==> src/rtl/tpx3_rx_delay_scan.sv <==
// Input-phase calibration for one Timepix3 serial receiver: sweeps 32 delay taps on both
// DDR edges, scores each by lock/decoder errors and programs the centre of the widest clean window.
module tpx3_rx_delay_scan #(
    parameter int CNT_WIDTH      = 16,
    parameter int DWELL_CYCLES   = 4096,
    parameter int SETTLE_CYCLES  = 64,
    parameter int ERR_RST_CYCLES = 4,
    parameter int MIN_WINDOW     = 4
) (
    input  logic        BUS_CLK,
    input  logic        BUS_RST_N,
    input  logic        START,
    input  logic        RX_READY,
    input  logic [7:0]  DECODER_ERR_CNT,
    output logic [4:0]  DLY_VALUE,
    output logic        DLY_LOAD,
    output logic        SAMPLING_EDGE,
    output logic        ERR_RESET,
    output logic        BUSY,
    output logic        DONE,
    output logic        FAIL,
    output logic [5:0]  BEST_LEN,
    output logic [63:0] PASS_MAP,
    output logic [2:0]  DBG_STATE
);

    typedef enum logic [2:0] {
        S_IDLE    = 3'd0,
        S_LOAD    = 3'd1,
        S_ERR_CLR = 3'd2,
        S_SETTLE  = 3'd3,
        S_DWELL   = 3'd4,
        S_EVAL    = 3'd5,
        S_APPLY   = 3'd6
    } state_t;

    localparam logic [CNT_WIDTH-1:0] ERR_LAST    = CNT_WIDTH'(ERR_RST_CYCLES - 1);
    localparam logic [CNT_WIDTH-1:0] SETTLE_LAST = CNT_WIDTH'(SETTLE_CYCLES - 1);
    localparam logic [CNT_WIDTH-1:0] DWELL_LAST  = CNT_WIDTH'(DWELL_CYCLES - 1);
    localparam logic [5:0]           MIN_LEN     = 6'(MIN_WINDOW);

    state_t               state_q;
    logic [CNT_WIDTH-1:0] cnt_q;
    logic [4:0]           tap_q;
    logic                 edge_q;
    logic                 bad_q;
    logic [5:0]           run_len_q;
    logic [4:0]           run_start_q;
    logic [5:0]           best_len_q;
    logic [4:0]           best_start_q;
    logic                 best_edge_q;

    logic [4:0]  dly_value_q;
    logic        dly_load_q;
    logic        sampling_edge_q;
    logic        err_reset_q;
    logic        busy_q;
    logic        done_q;
    logic        fail_q;
    logic [5:0]  best_len_out_q;
    logic [63:0] pass_map_q;

    logic       pass_d;
    logic [5:0] run_inc_d;
    logic [5:0] run_len_d;
    logic [4:0] run_start_d;
    logic [5:0] best_len_d;
    logic [4:0] best_start_d;
    logic       best_edge_d;
    logic [4:0] centre_d;

    // Window bookkeeping for the setting currently in EVAL; the best-* results
    // feed APPLY directly so the last tap of edge 1 is included.
    always_comb begin
        pass_d       = !bad_q;
        run_inc_d    = run_len_q + 6'd1;
        run_len_d    = 6'd0;
        run_start_d  = run_start_q;
        best_len_d   = best_len_q;
        best_start_d = best_start_q;
        best_edge_d  = best_edge_q;
        if (pass_d) begin
            if (run_len_q == 6'd0) begin
                run_start_d = tap_q;
            end
            run_len_d = run_inc_d;
            if (run_inc_d > best_len_q) begin
                best_len_d   = run_inc_d;
                best_start_d = run_start_d;
                best_edge_d  = edge_q;
            end
        end
        if (tap_q == 5'd31) begin
            run_len_d = 6'd0;
        end
        centre_d = best_start_d + 5'((best_len_d - 6'd1) >> 1);
    end

    always_ff @(posedge BUS_CLK or negedge BUS_RST_N) begin
        if (!BUS_RST_N) begin
            state_q         <= S_IDLE;
            cnt_q           <= '0;
            tap_q           <= '0;
            edge_q          <= 1'b0;
            bad_q           <= 1'b0;
            run_len_q       <= '0;
            run_start_q     <= '0;
            best_len_q      <= '0;
            best_start_q    <= '0;
            best_edge_q     <= 1'b0;
            dly_value_q     <= '0;
            dly_load_q      <= 1'b0;
            sampling_edge_q <= 1'b0;
            err_reset_q     <= 1'b0;
            busy_q          <= 1'b0;
            done_q          <= 1'b0;
            fail_q          <= 1'b0;
            best_len_out_q  <= '0;
            pass_map_q      <= '0;
        end else begin
            dly_load_q <= 1'b0;
            case (state_q)
                S_IDLE: begin
                    if (START) begin
                        state_q         <= S_LOAD;
                        busy_q          <= 1'b1;
                        done_q          <= 1'b0;
                        fail_q          <= 1'b0;
                        pass_map_q      <= '0;
                        best_len_out_q  <= '0;
                        tap_q           <= '0;
                        edge_q          <= 1'b0;
                        run_len_q       <= '0;
                        run_start_q     <= '0;
                        best_len_q      <= '0;
                        best_start_q    <= '0;
                        best_edge_q     <= 1'b0;
                        dly_value_q     <= '0;
                        sampling_edge_q <= 1'b0;
                        dly_load_q      <= 1'b1;
                        err_reset_q     <= 1'b1;
                    end
                end
                S_LOAD: begin
                    cnt_q   <= '0;
                    state_q <= S_ERR_CLR;
                end
                S_ERR_CLR: begin
                    if (cnt_q == ERR_LAST) begin
                        cnt_q       <= '0;
                        err_reset_q <= 1'b0;
                        state_q     <= S_SETTLE;
                    end else begin
                        cnt_q <= cnt_q + CNT_WIDTH'(1);
                    end
                end
                S_SETTLE: begin
                    if (cnt_q == SETTLE_LAST) begin
                        cnt_q   <= '0;
                        bad_q   <= 1'b0;
                        state_q <= S_DWELL;
                    end else begin
                        cnt_q <= cnt_q + CNT_WIDTH'(1);
                    end
                end
                S_DWELL: begin
                    if (!RX_READY || (DECODER_ERR_CNT != 8'd0)) begin
                        bad_q <= 1'b1;
                    end
                    if (cnt_q == DWELL_LAST) begin
                        cnt_q   <= '0;
                        state_q <= S_EVAL;
                    end else begin
                        cnt_q <= cnt_q + CNT_WIDTH'(1);
                    end
                end
                S_EVAL: begin
                    pass_map_q[{edge_q, tap_q}] <= pass_d;
                    run_len_q    <= run_len_d;
                    run_start_q  <= run_start_d;
                    best_len_q   <= best_len_d;
                    best_start_q <= best_start_d;
                    best_edge_q  <= best_edge_d;
                    dly_load_q   <= 1'b1;
                    err_reset_q  <= 1'b1;
                    if (tap_q != 5'd31) begin
                        tap_q           <= tap_q + 5'd1;
                        dly_value_q     <= tap_q + 5'd1;
                        sampling_edge_q <= edge_q;
                        state_q         <= S_LOAD;
                    end else if (!edge_q) begin
                        edge_q          <= 1'b1;
                        tap_q           <= '0;
                        dly_value_q     <= '0;
                        sampling_edge_q <= 1'b1;
                        state_q         <= S_LOAD;
                    end else begin
                        best_len_out_q <= best_len_d;
                        state_q        <= S_APPLY;
                        if (best_len_d >= MIN_LEN) begin
                            dly_value_q     <= centre_d;
                            sampling_edge_q <= best_edge_d;
                            done_q          <= 1'b1;
                        end else begin
                            dly_value_q     <= '0;
                            sampling_edge_q <= 1'b0;
                            fail_q          <= 1'b1;
                        end
                    end
                end
                S_APPLY: begin
                    busy_q      <= 1'b0;
                    err_reset_q <= 1'b0;
                    state_q     <= S_IDLE;
                end
                default: begin
                    state_q <= S_IDLE;
                end
            endcase
        end
    end

    assign DLY_VALUE     = dly_value_q;
    assign DLY_LOAD      = dly_load_q;
    assign SAMPLING_EDGE = sampling_edge_q;
    assign ERR_RESET     = err_reset_q;
    assign BUSY          = busy_q;
    assign DONE          = done_q;
    assign FAIL          = fail_q;
    assign BEST_LEN      = best_len_out_q;
    assign PASS_MAP      = pass_map_q;
    assign DBG_STATE     = state_q;

endmodule
==> config.mk <==
export PLATFORM = sky130hd
export DESIGN_NAME = tpx3_rx_delay_scan
export DESIGN_NICKNAME = d
export VERILOG_FILES = /design/src/rtl/tpx3_rx_delay_scan.sv
export SDC_FILE = /design/constraint.sdc
export NUM_CORES = 1
export LEC_CHECK = 0
export CAP_MARGIN = 10
export CORE_AREA = 5 5 177 179
export DETAILED_ROUTE_END_ITERATION = 10
export DIE_AREA = 0 0 182 184
export GPL_TIMING_DRIVEN = 0
export PLACE_DENSITY_LB_ADDON = 0.25
export SYNTH_ARGS = -nofsm -noshare
export SYNTH_HDL_FRONTEND = slang
export SYNTH_SLANG_ARGS = --single-unit
==> constraint.sdc <==
create_clock -name BUS_CLK -period 4.4 [get_ports BUS_CLK]
set_clock_uncertainty 0.1 [all_clocks]
set_input_delay 0.88 -clock BUS_CLK [delete_from_list [all_inputs] [get_ports BUS_CLK]]
set_output_delay 0.88 -clock BUS_CLK [all_outputs]
set_load 0.02 [all_outputs]
* Word level (Yosys, flattened, before mapping) *
Cells that the tools add are included.

operators by class
  add/subtract/negate cells = 5
  multiply operators = 0
  divide/modulo/power cells = 0
  order comparisons = 4
  eq/ne operators = 22
  shift-type cells = 0
  muxes and demuxes = 67
  bitwise operators = 0
  reductions and logical operators = 23

operators with widths
  operator                                          count
  case mux 64 bit (2 select lines)                  1
  bitwise mux 64 bit                                1
  two-way mux 64 bit                                1
  case mux 16 bit (4 select lines)                  1
  two-way mux 5 bit                                 10
  two-way mux 16 bit                                3
  two-way mux 6 bit                                 7
  case mux 5 bit (2 select lines)                   4
  case mux 6 bit (2 select lines)                   3
  inequality test 2 bit (second input constant)     10
  two-way mux 1 bit                                 19
  two-way mux 3 bit                                 6
  case mux 3 bit (6 select lines)                   1
  adder 16 x 1 -> 16 bit (second input constant)    1
  == test 16 x 12 -> 1 bit (second input constant)  1
  == test 16 x 2 -> 1 bit (second input constant)   1
  == test 16 x 6 -> 1 bit (second input constant)   1
  case mux 1 bit (2 select lines)                   8
  AND reduction 3 bit                               5
  AND reduction 5 bit                               2
  == test 3 bit (second input constant)             3
  AND reduction 4 bit                               2
  nonzero test 4 bit                                2
  nonzero test 8 bit                                1
  other kinds (22)                                  27

storage, ports and cells
  bits in registers = 130
  bits in latches = 0
  bits in writable memories = 0
  memory bits (read-only) = 0
  bits of input ports = 12
  output and inout bits = 84
  logic and storage cells = 140
  memories = 0

* Logic depth before layout (Yosys ltp) *
  depth in word-level cells = 10
  gate-level depth with buffers = 19

* Worst setup path before layout *
Ideal clock, no wire load.

  path type = register to register
  from = register run_len_q[0]
  to = register dly_value_q[4], in the netlist DLY_VALUE[4]
  library setup time = 127 ps
  arrival = 3734 ps
  data required time = 4173 ps
  setup slack = 439 ps
  cell stages (with the launch flop) = 17
  path buffers = 2
  period minus slack after synthesis = 3961 ps
  cell sequence = dfrtp_1 ha_1 xor2_1 ha_1 and4_1 a31o_2 a31oi_4 buf_6 buf_2 a31oi_1 ha_1 fa_1 a21o_1 a21oi_1 xnor2_1 xnor2_1 o21ai_1

on the way
  longest elaborated chain between the ends = 10
  elaborated cells on any way between the ends = 15
  classes of those cells = add/sub (3); order compare (2); mux (9); reduce/logical (1)

RTL lines
  item                                 line  RTL
  from (decl)                          47    logic [5:0] run_len_q;
  from (signal assigned)               179   run_len_q <= run_len_d;
  adder 6 x 1 -> 6 bit                 76    run_inc_d = run_len_q + 6'd1;
  greater-than comparator 6 bit        87    if (run_inc_d > best_len_q) begin
  two-way mux 6 bit                    87
  two-way mux 6 bit                    82    if (pass_d) begin
  subtractor 6 x 1 -> 6 bit            96    centre_d = best_start_d + 5'((best_len_d - 6'd1) >> 1);
  adder 5 bit                          96
  two-way mux 5 bit (*)                200   if (best_len_d >= MIN_LEN) begin
  two-way mux 5 bit (*)                191   end else if (!edge_q) begin
  two-way mux 5 bit (*)                186   if (tap_q != 5'd31) begin
  case mux 5 bit (2 select lines) (*)  122   case (state_q)
  to (signal assigned)                 188   dly_value_q <= tap_q + 5'd1;
  to (signal assigned)                 201   dly_value_q <= centre_d;
  to (decl)                            53    logic [4:0] dly_value_q;

Mark *: on every way between the ends. The rest lies on a longest branch, timed or not.
A chain may end at the register's enable or synchronous reset.

* Worst setup path after layout *
  from = register run_len_q[2]
  to = register dly_value_q[4], in the netlist DLY_VALUE[4]

The elaborated chain is that of the path after synthesis.

==> metrics <==
Register Area=3260 um2; Routed wire per std cell=17.5 um; GRT overflow=0; final setup violation count=0; nets=821; initial antenna violation count=0; Final ANT Viol Nets=0; Reg2Reg Launch Point=run_len_q[2]; Worst Path Arrival=4.39 ns; die area=33500 um2; Leakage Power=3.63 nW; Final Max Tran Viols=0; Hold Vio Cnt, Final=0; Worst setup EP type=flip-flop; first-pass GRT wire length=33.2 mm; Placed Cells=1158; r2r worst-path depth=18; # clock sinks=130; max-cap violation count=0; post-DP HPWL=15.2 mm; RePlAce Congestion=0.808; DR iter-0 viols=468; Synth top area share=0.487; via/cell ratio=4.75; fill cell count=3030; dpl ws=-0.331 ns; die width=182 um; fraction of layout cells with a size suffix above 1=0.104; final worst path period need=4.19 ns; Cells after Synth=672; H-tree depth=4; syn_nets=700; number of synthesized flops with an enable pin=0; YS warnings=0; largest net degree at the start of global routing=79; Hold Slack=0.309 ns; Die H=184 um; row cnt=63; via count=5679; post-route setup slack=0.213 ns; worst skew pair latency=0.42 ns; worst setup path start=run_len_q[2]; final setup TNS=0 ns; Multi-input gate area=3170 um2; Avg Synthesized Cell Area=9.93 um2; drt pass-1 iters=7; Synth cell types=52; most common cell after layout, fill and taps aside=dfrtp_1; ant diodes=0; final period utilization=0.952; clk slew on worst S/H paths=0.06 ns; cts bufs inserted=17; count of state elements after synthesis=130; Peak VDD IR=0.273 mV; Worst R2R Setup Slack=0.21 ns; Longest Clk Path Bufs=2; Critical Path RT=4.60 ns; PortBufs=95; fmax=239 MHz; WS Path Type=reg -> reg; asr flop ratio synth=1.00; dominant cell type by area after synthesis=dfrtp_1; final wirelength=20.9 mm; Layout area overhead=32.8%; nature of the critical path startpoint=flip-flop; status=complete, no violations; prevailing post-synth register cell=dfrtp_1; Worst Path Max Fanout=10; vias in the first global route=5710; io pins=96; most frequent cells in the layout=dfrtp_1 (128), clkdlybuf4s50_1 (94), o211ai_1 (62); Slew @ Worst Pin=0.775 ns; starting density of the core=0.227; Total Routing Usage GR=0.126; Power Total=5.14 mW; unrepaired setup endpoints after global routing=no; CTS tree=done; DRC Markers=0; Clk Tree Root Cell=clkbuf_16; Worst slew margin=0.480; Post-Syn Area=6670 um2; worst reg2reg path endpoint=DLY_VALUE[4]; power per cell area=579 nW/um2; class of the worst hold path=in -> async; core box area=29400 um2; sequential area share after synthesis=0.487; worst setup path end=DLY_VALUE[4]; synth top area cells=dfrtp_1 (49%), o211ai_1 (7.0%), o31ai_1 (6.5%); fin cells=1196
routing by layer:
metal / vias to the layer above / track usage / share of wire
met5: - / 0 / 0
met1: 2784 / 0.166 / 0.47
met3: 14 / 0.0334 / 0.048
li1: 2758 / - / -
met2: 123 / 0.203 / 0.47
met4: 0 / 0.0363 / 0.013
where the power goes:
group | internal, mW | switching (mW)
Clock | 0.920 | 0.554
Sequential | 1.30 | 0.104
Combinational | 0.878 | 1.38
worst min-delay path by stage:
stage               startpoint              end  slack [ns]
6_report             BUS_RST_N     PASS_MAP[15]        0.31
5_1_grt              BUS_RST_N     PASS_MAP[21]        0.35
4_1_cts              BUS_RST_N     PASS_MAP[22]        0.32
3_5_place_dp   best_start_q[4]  best_start_q[4]        0.37
3_3_place_gp   best_start_q[4]  best_start_q[4]        0.37
2_1_floorplan  best_start_q[4]  best_start_q[4]        0.35
cells in the mapped netlist (all sizes together) (7+ instances only):
library cell  number
mux2i             15
or2                7
nand3             18
o31ai             58
nor4               9
dfrtp            130
o21ai             48
a21oi             21
a21o              10
xor2               9
a22o              16
clkbuf            41
nor2              38
nand3b             8
xnor2              8
nor3              14
ha                15
o211ai            62
inv               13
nand2b             9
nand2             53
a31oi              7
buf               21
registers in the layout (all words and copies together), names as in the netlist, 3 cells and up:
register      cells
DLY_VALUE         5
PASS_MAP         64
DBG_STATE         3
best_start_q      5
cnt_q            16
run_len_q         6
BEST_LEN          6
best_len_q        6
tap_q             5
run_start_q       5
logic make-up (layout without fill, tap and decap cells):
logic type | Yosys count | count (layout) | share of synthesized area
AOI/OAI and AO/OA | 234 | 234 | 0.244
xor gates and xnor gates | 17 | 17 | 0.0223
adders and majority gates | 16 | 16 | 0.0311
buffers and inverters | 75 | 209 | 0.0474
DFF | 130 | 130 | 0.487
muxes | 15 | 15 | 0.0225
and+or+nand+nor | 185 | 185 | 0.145
critical path, cell delays in order (launching register included):
cell and delay, ns:
dfrtp_1 0.32, buf_2 0.25, nand3_1 0.17, xor2_2 0.24
inv_1 0.06, ha_1 0.31, and4_1 0.17, a31o_2 0.26
a31oi_4 0.18, buf_6 0.16, buf_2 0.23, a31oi_1 0.18
ha_1 0.25, fa_1 0.41, a21o_1 0.20, a21oi_1 0.18
xnor2_1 0.19, xnor2_1 0.15, o21ai_1 0.07
stage by stage:
step | util | cell area (um2)
after detailed placement | 0.277 | 8140
after global placement | 0.276 | 8110
after global routing | 0.302 | 8870
after CTS | 0.300 | 8810
after floorplan | - | 6670
final | 0.302 | 8870
layout make-up:
| type | count | area share |
|---|---|---|
| flip-flops and latches | 130 | 0.367 |
| repair buffers | 102 | 0.116 |
| clock buffers | 19 | 0.0511 |
| multi-input cells | 467 | 0.357 |
| clock inverters | 13 | 0.0179 |
| well taps | 390 | 0.0550 |
| plain buffers | 62 | 0.0302 |
| inverters | 13 | 0.00550 |
repair_timing:
action,CTS,global route
endpoints found under the setup margin,4,2
buffers inserted,2,4
pin swaps,1,2
hold buffers,0,0
gates resized for setup,7,3
Power figures use the tool's default switching activity.
